$ cat src/rtl/apps_info_status_pkg.sv
// Address map and firmware identity words shared by the info/status bus source.
package apps_info_status_pkg;

    localparam logic [7:0] READ_FIRMWARE_TIMESTAMP_1 = 8'h00;
    localparam logic [7:0] READ_FIRMWARE_TIMESTAMP_2 = 8'h01;
    localparam logic [7:0] READ_FIRMWARE_TIMESTAMP_3 = 8'h02;
    localparam logic [7:0] READ_FIRMWARE_REVISION_1  = 8'h03;
    localparam logic [7:0] READ_FIRMWARE_REVISION_2  = 8'h04;
    localparam logic [7:0] READ_STATUS_LIVE          = 8'h05;
    localparam logic [7:0] RW_STATUS_STICKY          = 8'h06;
    localparam logic [7:0] READ_UPTIME_LO            = 8'h07;
    localparam logic [7:0] READ_UPTIME_HI            = 8'h08;

    localparam logic [15:0] FW_TIMESTAMP_VALUE_1 = 16'h2024;
    localparam logic [15:0] FW_TIMESTAMP_VALUE_2 = 16'h0315;
    localparam logic [15:0] FW_TIMESTAMP_VALUE_3 = 16'h1742;
    localparam logic [15:0] FW_REVISION_VALUE_1  = 16'h0002;
    localparam logic [15:0] FW_REVISION_VALUE_2  = 16'h0011;

    localparam logic [15:0] BUS_NO_DATA = 16'hFFFF;

endpackage

$ cat src/rtl/status_debounce.sv
// One status pin: 2-flop synchroniser plus DEB_CYCLES-sample debounce; level
// settles 2+DEB_CYCLES cycles after a clean step and `changed` pulses on that edge.
module status_debounce #(
    parameter int   DEB_CYCLES = 3,
    parameter logic RESET_VAL  = 1'b1
) (
    input  logic xclk,
    input  logic reset,
    input  logic pin,
    output logic level,
    output logic changed
);
    logic [1:0]            sync;
    logic [DEB_CYCLES-1:0] samples;
    logic [DEB_CYCLES-1:0] samples_next;
    logic                  level_next;

    // Decide on the post-shift window so the level moves on the same edge the
    // last agreeing sample arrives.
    assign samples_next = {samples[DEB_CYCLES-2:0], sync[1]};

    always_comb begin
        level_next = level;
        if (&samples_next) begin
            level_next = 1'b1;
        end else if (~|samples_next) begin
            level_next = 1'b0;
        end
    end

    assign changed = (level_next != level);

    always_ff @(posedge xclk or negedge reset) begin
        if (!reset) begin
            sync    <= {2{RESET_VAL}};
            samples <= {DEB_CYCLES{RESET_VAL}};
            level   <= RESET_VAL;
        end else begin
            sync    <= {sync[0], pin};
            samples <= samples_next;
            level   <= level_next;
        end
    end

endmodule

$ cat src/rtl/apps_info_status.sv
// Read-only firmware identity, debounced status with W1C sticky flags and a coherent
// 32-bit uptime; registered read data one cycle after read_qualified, no backpressure.
module apps_info_status
    import apps_info_status_pkg::*;
#(
    parameter logic [7:0]          BASE_ADDR     = 8'h00,
    parameter int                  N_STATUS      = 2,
    parameter int                  DEB_CYCLES    = 3,
    parameter logic [N_STATUS-1:0] DEB_RESET_VAL = '1,
    parameter int                  UPTIME_DIV    = 1000
) (
    input  logic                xclk,
    input  logic                reset,
    input  logic                read_qualified,
    input  logic                write_qualified,
    input  logic [7:0]          ab,
    input  logic [15:0]         db_in,
    input  logic [N_STATUS-1:0] status_in,
    output logic [15:0]         db_out,
    output logic                data_avail
);
    localparam int PW = (UPTIME_DIV > 1) ? $clog2(UPTIME_DIV) : 1;

    logic [7:0]          rel;
    logic [N_STATUS-1:0] deb;
    logic [N_STATUS-1:0] chg;
    logic [N_STATUS-1:0] sticky;
    logic [N_STATUS-1:0] clr;
    logic [15:0]         shadow;
    logic [15:0]         rd_dat;
    logic                rd_vld;
    logic [PW-1:0]       presc;
    logic                tick;
    logic [31:0]         uptime;
    logic                unused_db;

    assign rel       = ab - BASE_ADDR;
    assign unused_db = ^db_in;

    for (genvar i = 0; i < N_STATUS; i++) begin : g_status
        status_debounce #(
            .DEB_CYCLES(DEB_CYCLES),
            .RESET_VAL (DEB_RESET_VAL[i])
        ) u_deb (
            .xclk   (xclk),
            .reset  (reset),
            .pin    (status_in[i]),
            .level  (deb[i]),
            .changed(chg[i])
        );
    end

    assign clr  = (write_qualified && rel == RW_STATUS_STICKY) ? db_in[N_STATUS-1:0] : '0;
    assign tick = (presc == PW'(UPTIME_DIV - 1));

    always_comb begin
        rd_dat = BUS_NO_DATA;
        rd_vld = 1'b1;
        case (rel)
            READ_FIRMWARE_TIMESTAMP_1: rd_dat = FW_TIMESTAMP_VALUE_1;
            READ_FIRMWARE_TIMESTAMP_2: rd_dat = FW_TIMESTAMP_VALUE_2;
            READ_FIRMWARE_TIMESTAMP_3: rd_dat = FW_TIMESTAMP_VALUE_3;
            READ_FIRMWARE_REVISION_1:  rd_dat = FW_REVISION_VALUE_1;
            READ_FIRMWARE_REVISION_2:  rd_dat = FW_REVISION_VALUE_2;
            READ_STATUS_LIVE:          rd_dat = 16'(deb);
            RW_STATUS_STICKY:          rd_dat = 16'(sticky);
            READ_UPTIME_LO:            rd_dat = uptime[15:0];
            READ_UPTIME_HI:            rd_dat = shadow;
            default:                   rd_vld = 1'b0;
        endcase
    end

    always_ff @(posedge xclk or negedge reset) begin
        if (!reset) begin
            db_out     <= 16'h0000;
            data_avail <= 1'b0;
            shadow     <= 16'h0000;
            sticky     <= '0;
            presc      <= '0;
            uptime     <= 32'h0000_0000;
        end else begin
            if (read_qualified) begin
                db_out     <= rd_dat;
                data_avail <= rd_vld;
                // Both halves come from the pre-increment count, even on a tick edge.
                if (rel == READ_UPTIME_LO) begin
                    shadow <= uptime[31:16];
                end
            end
            sticky <= (sticky & ~clr) | chg;
            presc  <= tick ? '0 : presc + PW'(1);
            if (tick) begin
                uptime <= uptime + 32'd1;
            end
        end
    end

endmodule

$ cat config.mk
export PLATFORM = sky130hd
export DESIGN_NAME = apps_info_status
export DESIGN_NICKNAME = d
export VERILOG_FILES = /design/src/rtl/apps_info_status_pkg.sv /design/src/rtl/status_debounce.sv /design/src/rtl/apps_info_status.sv
export SDC_FILE = /design/constraint.sdc
export NUM_CORES = 1
export LEC_CHECK = 0
export CORE_ASPECT_RATIO = 1.1
export CORE_MARGIN = 2
export CORE_UTILIZATION = 57
export CTS_CLUSTER_DIAMETER = 150
export DETAILED_ROUTE_END_ITERATION = 10
export DONT_BUFFER_PORTS = 1
export HOLD_SLACK_MARGIN = 0.08
export PLACE_DENSITY = 0.72
export SLEW_MARGIN = 20
export SYNTH_ARGS = -nofsm -noshare
export SYNTH_HDL_FRONTEND = slang
export SYNTH_SLANG_ARGS = --single-unit
$ cat constraint.sdc
create_clock -name xclk -period 1.83 [get_ports xclk]
set_input_delay 0.4575 -clock xclk [delete_from_list [all_inputs] [get_ports xclk]]
set_output_delay 0.4575 -clock xclk [all_outputs]
set_load 0.005 [all_outputs]
**Word-level counts from Yosys, hierarchy flattened**

Cells that the tools add are included.

- Register bits after elaboration: 87
- Input bits: 30
- Logic and storage cells: 44
- Output and inout port bits: 17

- Add/sub/neg operators: 2
- Mux-type cells: 8
- Reductions and logical operators: 8
- Equal/unequal tests: 11
- Bitwise logic cells: 3

Operator list:

| operator | number |
|---|---|
| 16-bit case mux with 9 select lines | 1 |
| 32-bit by 1-bit adder with 32-bit output, second input constant | 1 |
| 8-bit by 3-bit equality test with 1-bit output, second input constant | 4 |
| 8-bit by 2-bit equality test with 1-bit output, second input constant | 2 |
| 10-bit by 1-bit adder with 10-bit output, second input constant | 1 |
| 10-bit equality test, second input constant | 1 |
| 10-bit 2-to-1 mux | 1 |
| 9-bit OR reduction | 1 |
| 8-bit by 1-bit equality test with 1-bit output, second input constant | 1 |
| 8-bit by 4-bit equality test with 1-bit output, second input constant | 1 |
| 8-bit logical NOT | 1 |
| 3-bit AND reduction | 2 |
| 3-bit OR reduction | 2 |
| 1-bit 2-to-1 mux | 5 |
| 2-bit bitwise AND | 1 |
| 2-bit 2-to-1 mux | 1 |
| 1-bit != test | 2 |
| 2-bit inverter | 1 |
| 2-bit bitwise OR | 1 |
| 2-bit AND reduction | 1 |
| 1-bit logical AND | 1 |

**Longest topological paths before layout**

Gate-level depths: netlist of the first run.

- Word-level depth: 6
- Depth in mapped cells: 7
- Depth with buffers taken out: 6

**Cells and area by module**

A second synthesis of the first run with hierarchy kept.

- Cells, all modules: 351
- Area total of the unflattened synthesis: 4,003.8 um2

By module, submodules not included:

| module | times used | cells each | area an instance (um2) | seq. area each (um2) |
|---|---|---|---|---|
| apps_info_status | 1 | 327 | 3,661.0 | 1,926.8 |
| status_debounce | 2 | 12 | 171.4 | 131.4 |

**Worst setup path after synthesis of the first run**

Ideal clock, no wire load.

- Path kind: reg2reg
- From: register presc[0]
- To: register uptime[28]
- Path buffers: 1
- Arrival time: 1.775 ns
- Data required time: 1.707 ns
- Setup slack: -0.068 ns
- Library setup time: 0.123 ns
- Period minus slack after synthesis: 1.898 ns
- Stages on the path, launching flop included: 8
- Cell sequence: dfrtp_1 ha_1 nand2_1 or2_0 buf_6 nor4_4 nand4_1 xnor2_1

- Word-level cells in the longest chain between the ends: 1

RTL lines:

| what | RTL line | RTL |
|---|---|---|
| start: declaration | apps_info_status.sv:32 | `logic [PW-1:0] presc;` |
| start signal: assignment | apps_info_status.sv:91 | `presc <= tick ? '0 : presc + PW'(1);` |
| 10-bit equality test | apps_info_status.sv:54 | `assign tick = (presc == PW'(UPTIME_DIV - 1));` |
| end signal: assignment | apps_info_status.sv:93 | `uptime <= uptime + 32'd1;` |
| end: declaration | apps_info_status.sv:34 | `logic [31:0] uptime;` |

Every way passes these cells.
A chain may end at the register's enable or synchronous reset.

**Final worst setup path of the first run**

- From: register presc[0]
- To: register uptime[24]

The elaborated chain is that of the path after synthesis.

==> run summary, run 1 <==
RUN STATUS
------------------------------------------------------------------------------------------
Outcome                                                                       complete, but fails checks
Violations in the final reports                                               negative hold slack

CTS
------------------------------------------------------------------------------------------
Insertion delay to the later sink of the worst-skew pair                            360 ps
Clock edge transition at the registers on the reported setup and hold paths         100 ps
Num CTS Buffers                                                                          9
Clock sink count                                                                        87
CTS Root Cell                                                                 sky130_fd_sc_hd__clkbuf_8
TritonCTS clock tree                                                                  done
Max Buffers Root-to-Sink                                                                 2
H-tree depth                                                                             3

WORST SETUP PATH
------------------------------------------------------------------------------------------
Crit path launch type                                                                 flop
Source of the critical timing path                                                presc[0]
Endpoint required time on the critical path                                        2070 ps
Critical path capture point type                                                      flop
Last element of the critical path                                               uptime[24]
Arr. time, crit path                                                               2020 ps
Worst reg2reg startpoint                                                          presc[0]
Reg-to-Reg End                                                                  uptime[24]
Register-to-Register Path Depth                                                          8
Kind of critical path                                                         flop to flop
Max FO, Critical Path                                                                   10
Internal reg-to-reg setup slack                                                      50 ps

SYNTHESIS
------------------------------------------------------------------------------------------
Most common flop cell mapped by yosys                                         sky130_fd_sc_hd__dfrtp_1
Cell variety after synth                                                                41
Number of cells produced by synthesis                                                  349
Post-Synthesis Cell Area                                                       0.00385 mm2
Total of warnings raised by yosys                                                        0
Number of synthesized flops with an enable pin                                           0
Share of the yosys chip area belonging to registers                                  56.8%
Flop and latch count out of synthesis                                                   87
Cell taking the most area after synthesis                                     sky130_fd_sc_hd__dfrtp_1
Post-synthesis async set-or-reset flop share                                          100%
Top cells by area in the synthesized netlist                                  sky130_fd_sc_hd__dfrtp_1 (50%), sky130_fd_sc_hd__dfstp_2 (6.8%), sky130_fd_sc_hd__xnor2_1 (6.4%)
Area share of the largest cell type after synthesis                                  50.0%
Post-Syn Area per Cell                                                            11.0 um2
Number of nets in the synthesized netlist                                              381

FINISH
------------------------------------------------------------------------------------------
NumNets Final                                                                          418
Final instance area                                                            0.00447 mm2
Proportion of layout cells with a drive suffix above 1                               24.8%
Layout overhead on the synthesized area                                              16.1%
Number of antenna repair diodes                                                          0

FLOORPLAN
------------------------------------------------------------------------------------------
Y dimension of the die                                                             90.2 um
Core region area                                                               0.00656 mm2
Die outline width                                                                  82.4 um
Die Area                                                                       0.00743 mm2
Starting density of the core                                                         58.8%
Top Ports                                                                               47
Site row count                                                                          31

GLOBAL ROUTE
------------------------------------------------------------------------------------------
Wire length of the first global-routing pass                                       13.0 mm
Antenna violations before repair                                                         0
Number of global-route vias before repair                                             2687
GRT overflow                                                                             0
Maximum number of pins on one net before global-route repair                            88
Global routing usage summed across all routing layers                                23.2%

TIMING
------------------------------------------------------------------------------------------
Slew of the pin with the lowest slew margin                                         398 ps
Minimum period implied by the final worst setup slack                              1780 ps
Final Hold Fails                                                                        87
Tightest hold margin                                                               -218 ps
Total negative slack for setup checks                                                 0 ps
Worst rel slew slack                                                                 73.4%
Final setup vio count                                                                    0
Worst clock skew                                                                   15.8 ps
Final max-slew violation count                                                           0
Setup repair after global routing missed its margin                                    yes
Fmax                                                                             0.562 GHz
Ratio of final minimum period to clock period                                        97.3%

ROUTE
------------------------------------------------------------------------------------------
Wire length after detailed routing                                                 7.98 mm
Number of remaining DRC errors                                                           0
Post-detailed-route wirelength per cell                                            16.9 um
Number of iterations in the first detailed-routing pass                                  4
Vias after detailed routing                                                           2705
Remaining antenna violation count                                                        0
Drt via density                                                                       5.72
Violation count after the first detailed-routing iteration                             180

PLACE
------------------------------------------------------------------------------------------
Post-detailed-placement cell area                                              0.00419 mm2
Placer congestion estimate                                                           0.751
I/O Buffers                                                                              0
DP Wirelength                                                                      5.53 mm

POWER AND IR DROP
------------------------------------------------------------------------------------------
Highest ir drop seen on vdd                                                       0.479 mV
Static leakage                                                                     1.99 nW
Total power density per cell area                                               742 mW/mm2

MIN PATH
------------------------------------------------------------------------------------------
Path category of the worst min-delay check                                    primary input to async pin

FLOW RUN
------------------------------------------------------------------------------------------
Max-cap viol count                                                                       0

-- placed cells by master, fill, tap and decap left out, types with 2 or more instances in the layout --
cell,netlist,routed
sky130_fd_sc_hd__dfstp_2,10,10
sky130_fd_sc_hd__o21ai_0,11,11
sky130_fd_sc_hd__nor2_1,42,42
sky130_fd_sc_hd__a211oi_1,2,2
sky130_fd_sc_hd__and4_1,5,3
sky130_fd_sc_hd__buf_4,0,34
sky130_fd_sc_hd__inv_1,6,6
sky130_fd_sc_hd__xor2_1,10,10
sky130_fd_sc_hd__nor4b_1,2,2
sky130_fd_sc_hd__mux2_2,17,17
sky130_fd_sc_hd__nand3b_1,3,3
sky130_fd_sc_hd__clkinvlp_4,0,2
sky130_fd_sc_hd__buf_12,0,2
sky130_fd_sc_hd__clkbuf_8,0,12
sky130_fd_sc_hd__a211o_1,2,2
sky130_fd_sc_hd__or3_1,3,3
sky130_fd_sc_hd__and3_1,9,9
sky130_fd_sc_hd__nand3_1,17,17
sky130_fd_sc_hd__nor3_2,0,3
sky130_fd_sc_hd__and4_4,0,2
sky130_fd_sc_hd__nand4_1,10,10
sky130_fd_sc_hd__buf_6,1,2
sky130_fd_sc_hd__nor3_1,8,5
sky130_fd_sc_hd__a21oi_1,24,24
sky130_fd_sc_hd__a22oi_1,10,10
sky130_fd_sc_hd__dfrtp_1,77,77
sky130_fd_sc_hd__nand2_2,1,2
sky130_fd_sc_hd__nand2_1,22,21
sky130_fd_sc_hd__nor4_4,1,2
sky130_fd_sc_hd__xnor2_1,28,28
-- power breakdown --
group | switching, mW | leakage, nW | internal, mW | total [mW]
sequential | 0.0209 | 1.08 | 1.96 | 1.98
combinational | 0.0301 | 0.820 | 0.0305 | 0.0606
clock | 0.675 | 0.0946 | 0.605 | 1.28
total | 0.726 | 1.99 | 2.59 | 3.32
-- flip-flops by register name, indices dropped and copies added, names as in the netlist --
register,cells
g_status.u_deb.level,2
g_status.u_deb.samples,4
g_status.u_deb.sync,4
data_avail,1
uptime,32
sticky,2
shadow,16
presc,10
db_out,16
-- metrics by stage --
stage                     std cells  utilization (%)  power (mW)  worst slack [ps]
after global routing            473             68.2        3.44             -27.5
after floorplan                 349                -        2.07              2.35
after CTS                       470             67.1        3.33             -24.5
after detailed placement        454             64.0        2.07              -125
final                           473             68.2        3.32              50.0
after global placement          454             64.0        2.07             -31.0
-- worst min-delay path by stage --
| stage | to | depth (start not counted) |
|---|---|---|
| final | uptime[15] | 0 |
| after global routing | db_out[11] | 0 |
| after CTS | shadow[1] | 0 |
| after detailed placement | db_out[0] | 0 |
| after global placement | sticky[0] | 0 |
| after floorplan | data_avail | 0 |
-- layout make-up --
type                    instances  area (um2)
repair buffers                 39         328
fillers                       479        2080
flip-flops and latches         87        2190
multi-input cells             243        1640
clock buffers                  12         165
inverters                       6        22.5
clock inverters                 4        28.8
well taps                      82         103
-- per-layer routing --
metal / global-route usage [%] / wire, um / vias up
met5: 0 / 0 / -
met4: 9.58 / 189 / 0
met3: 4.22 / 357 / 15
met2: 35.4 / 3790 / 53
met1: 32.3 / 3640 / 1342
li1: - / - / 1295
-- synthesized netlist by cell type, types with 2 or more instances --
master,instances
sky130_fd_sc_hd__and3_1,9
sky130_fd_sc_hd__and4_1,5
sky130_fd_sc_hd__ha_1,2
sky130_fd_sc_hd__clkbuf_1,10
sky130_fd_sc_hd__nor4_2,2
sky130_fd_sc_hd__nand3b_1,3
sky130_fd_sc_hd__mux2_2,17
sky130_fd_sc_hd__o21ai_0,11
sky130_fd_sc_hd__nor2_1,42
sky130_fd_sc_hd__nor4b_1,2
sky130_fd_sc_hd__or3_1,3
sky130_fd_sc_hd__nor3_1,8
sky130_fd_sc_hd__nand3_1,17
sky130_fd_sc_hd__dfrtp_1,77
sky130_fd_sc_hd__nand4_1,10
sky130_fd_sc_hd__nand2_1,22
sky130_fd_sc_hd__inv_1,6
sky130_fd_sc_hd__xor2_1,10
sky130_fd_sc_hd__a21oi_1,24
sky130_fd_sc_hd__xnor2_1,28
sky130_fd_sc_hd__a22oi_1,10
sky130_fd_sc_hd__a211oi_1,2
sky130_fd_sc_hd__dfstp_2,10
sky130_fd_sc_hd__a211o_1,2
-- kinds of logic after synthesis --
logic type / share of synthesized area (%)
AO/OA/AOI/OAI: 8.22
XOR/XNOR: 8.64
adder cells (fa/ha/maj): 0.649
buffers and inverters: 2.08
flip-flops: 56.8
multiplexers: 4.97
AND/OR/NAND/NOR: 18.6
-- what timing repair did --
item,in CTS,in global routing
pin swaps,0,4
hold endpoints to repair,87,88
buffers inserted,0,2
endpoints found under the setup margin,23,13
resized for setup,4,10
-- worst max-delay path: stages (launching register included) --
cell and delay, ps:
sky130_fd_sc_hd__dfrtp_1 370, sky130_fd_sc_hd__ha_2 200, sky130_fd_sc_hd__nand2_2 60, sky130_fd_sc_hd__or2_4 290, sky130_fd_sc_hd__buf_4 160, sky130_fd_sc_hd__nor4_4 140
sky130_fd_sc_hd__buf_6 190, sky130_fd_sc_hd__nand3_1 100, sky130_fd_sc_hd__xnor2_1 160
No activity file was read; power rests on OpenSTA's default activity.
==> run 2, diff against run 1 <==
--- a/config.mk
+++ b/config.mk
@@ -8,3 +8,3 @@
 export CORE_ASPECT_RATIO = 1.1
-export CORE_MARGIN = 2
+export CORE_MARGIN = 5
 export CORE_UTILIZATION = 57
@@ -15,2 +15,3 @@
 export PLACE_DENSITY = 0.72
+export SKIP_CTS_REPAIR_TIMING = 1
 export SLEW_MARGIN = 20
==> constraint.sdc (replaced) <==
create_clock -name xclk -period 1.83 [get_ports xclk]
set_input_delay 0.366 -clock xclk [delete_from_list [all_inputs] [get_ports xclk]]
set_output_delay 0.366 -clock xclk [all_outputs]
set_load 0.005 [all_outputs]
==> run summary, run 2 (synthesis gave the netlist of run 1 again) <==
PLACE
------------------------------------------------------------------------------------------
I/O Buffers                                                                              0   unchanged
Worst slack after detailed placement                                              -76.0 ps   +49.0 ps
DP Wirelength                                                                      5.48 mm   -0.90%
Placer congestion estimate                                                           0.805   +7.2%
Instance count after placement with tap cells included                                 452   -0.44%

GLOBAL ROUTE
------------------------------------------------------------------------------------------
Number of global-route vias before repair                                             2785   +3.6%
Global routing usage summed across all routing layers                                20.2%   -3.0 points
Busiest layer in global routing                                                       met2
Wire length of the first global-routing pass                                       13.0 mm   unchanged
Met2 usage in global routing                                                         31.2%   -4.2 points
Maximum number of pins on one net before global-route repair                            88   unchanged
Antenna violations before repair                                                         0   unchanged
Met1 capacity usage during global routing                                            26.1%   -6.2 points
GRT overflow                                                                             0   unchanged
GR met3 Demand/Resource                                                              4.62%   +0.41 points

FINISH
------------------------------------------------------------------------------------------
Proportion of layout cells with a drive suffix above 1                               24.5%   -0.32 points
Commonest cells after routing, fill and taps aside                            sky130_fd_sc_hd__dfrtp_1 (77), sky130_fd_sc_hd__nor2_1 (42), sky130_fd_sc_hd__buf_4 (36), sky130_fd_sc_hd__xnor2_1 (28), sky130_fd_sc_hd__a21oi_1 (24)
Leading cell type in the layout, fill and taps excluded                       sky130_fd_sc_hd__dfrtp_1
Flip-flop count of the largest register, all copies and words added                     32   unchanged
Register bank with the most flops                                                   uptime
Layout overhead on the synthesized area                                              16.0%   about the same
NumNets Final                                                                          419   +0.24%
Biggest registers after layout                                                uptime (32), db_out (16), shadow (16)
Finished Core Util                                                                   67.8%   -0.44 points
Finished Layout Cells                                                                  474   +0.21%
Number of antenna repair diodes                                                          0   unchanged

ROUTE
------------------------------------------------------------------------------------------
Number of remaining DRC errors                                                           0   unchanged
Remaining antenna violation count                                                        0   unchanged
Post-detailed-route wirelength per cell                                            16.7 um   -0.85%
Number of iterations in the first detailed-routing pass                                  4   unchanged
Drt via density                                                                       5.71   -0.10%
Vias after detailed routing                                                           2708   +0.11%
Wire length after detailed routing                                                 7.93 mm   -0.64%
Violation count after the first detailed-routing iteration                             116   -36%

FLOORPLAN
------------------------------------------------------------------------------------------
Core region area                                                               0.00659 mm2   +0.59%
Die outline width                                                                  88.4 um   +7.3%
Starting density of the core                                                         58.4%   -0.35 points
Die Area                                                                       0.00850 mm2   +14%
Top Ports                                                                               47   unchanged
Y dimension of the die                                                             96.2 um   +6.7%
Site row count                                                                          31   unchanged

RUN STATUS
------------------------------------------------------------------------------------------
Violations in the final reports                                               negative hold slack
Outcome                                                                       complete, but fails checks

TIMING
------------------------------------------------------------------------------------------
Final Hold Fails                                                                        87   unchanged
Final max-slew violation count                                                           0   unchanged
Worst clock skew                                                                   12.9 ps   -2.94 ps
Ratio of final minimum period to clock period                                        95.6%   -1.6 points
Setup repair after global routing missed its margin                                    yes
Final WS setup                                                                     79.9 ps   +29.9 ps
Slew of the pin with the lowest slew margin                                         418 ps   +19.3 ps
Fmax                                                                             0.571 GHz   +1.7%
Minimum period implied by the final worst setup slack                              1750 ps   -29.9 ps
Final setup vio count                                                                    0   unchanged
Worst rel slew slack                                                                 71.4%   -2.0 points
Tightest hold margin                                                               -303 ps   -84.8 ps

WORST SETUP PATH
------------------------------------------------------------------------------------------
Crit path launch type                                                                 flop
Endpoint required time on the critical path                                        2070 ps   about the same
Critical path capture point type                                                      flop
Cells traversed along the worst timing path                                   nand4bb_1, or2_4, buf_4, nor4_4, buf_6, nand4_1, xnor2_1
Kind of critical path                                                         flop to flop
Arr. time, crit path                                                               1990 ps   -30 ps
Worst-path cell with the longest stage delay                                  sky130_fd_sc_hd__dfrtp_1
Buffering stage count on the worst path with inverters included                          2   unchanged
Largest delay contributor family on the critical path                         simple AND/OR/NAND/NOR gates
CP peak stage delay                                                                 380 ps   about the same
Max FO, Critical Path                                                                   10   unchanged

POWER AND IR DROP
------------------------------------------------------------------------------------------
Highest ir drop seen on vdd                                                       0.530 mV   +11%
Total power after layout                                                           3.54 mW   +6.7%
Static leakage                                                                     1.98 nW   -0.27%
Total power density per cell area                                               792 mW/mm2   +6.7%

CTS
------------------------------------------------------------------------------------------
CTS Root Cell                                                                 sky130_fd_sc_hd__clkbuf_8
Clock sink count                                                                        87   unchanged
Clock edge transition at the registers on the reported setup and hold paths          90 ps   about the same
TritonCTS clock tree                                                                  done
Insertion delay to the later sink of the worst-skew pair                            350 ps   about the same
Num CTS Buffers                                                                          9   unchanged
Max Buffers Root-to-Sink                                                                 2   unchanged
H-tree depth                                                                             3   unchanged

FLOW RUN
------------------------------------------------------------------------------------------
Max-cap viol count                                                                       0   unchanged

MIN PATH
------------------------------------------------------------------------------------------
Path category of the worst min-delay check                                    primary input to async pin

[run 2: changes by cell type in the layout (fill, tap and decap cells not counted), moves of 2 or more]
cell,before,now
sky130_fd_sc_hd__clkbuf_8,12,10
sky130_fd_sc_hd__buf_12,2,0
sky130_fd_sc_hd__buf_4,34,36
sky130_fd_sc_hd__clkinv_4,1,3
sky130_fd_sc_hd__bufinv_16,0,2
[run 2: path summary, 6_finish.rpt]
kind                                            from  slack (ps)                         to  depth (start not counted)
max in group asynchronous                      reset        1950  g_status[1].u_deb.sync[1]                          0
hold reg to reg            g_status[0].u_deb.sync[0]         360  g_status[0].u_deb.sync[1]                          0
setup / recovery                            presc[4]          80                 uptime[20]                          7
setup reg to reg                            presc[4]          80                 uptime[20]                          7
min in group xclk                     read_qualified         160                  db_out[4]                          2
hold / removal                                 reset        -300                  db_out[7]                          0
[run 2: per-layer routing]
metal  share of wire (%)  vias to the layer above
met1                  43                     1311
met3                 6.5                       19
li1                    -                     1298
met2                  47                       80
met4                 3.2                        0
met5                   0                        -
[run 2: power by group]
| group | total, mW | leakage [nW] | switching, mW | internal [mW] |
|---|---|---|---|---|
| Clock | 1.50 | 0.113 | 0.686 | 0.813 |
| Combinational | 0.0639 | 0.796 | 0.0318 | 0.0320 |
| Sequential | 1.98 | 1.08 | 0.0207 | 1.96 |
| Total | 3.54 | 1.98 | 0.738 | 2.80 |
[run 2: per-stage QoR]
stage                     setup TNS, ps  instance area (um2)  hold WS (ps)
final                                 0                 4470          -303
after global routing               -108                 4470          -325
after CTS                          -729                 4380          -321
after detailed placement           -570                 4150          73.3
after global placement             -188                 4150          73.0
after floorplan                       0                 3850          70.4
[run 2: final cells by class]
type                            instances  area [um2]
Timing Repair Buffer                   40         313
Clock buffer                           10         138
Inverter                                6        22.5
Fill cell                             494        2120
Sequential cell                        87        2190
Tap cell                               82         103
Clock inverter                          6        93.8
Multi-Input combinational cell        243        1610
==> run 3, diff against run 2 <==
- GPL_TIMING_DRIVEN: not set -> 1
==> results of run 3 <==
No change in the layout: final DEF, timing and power equal those of run 2.
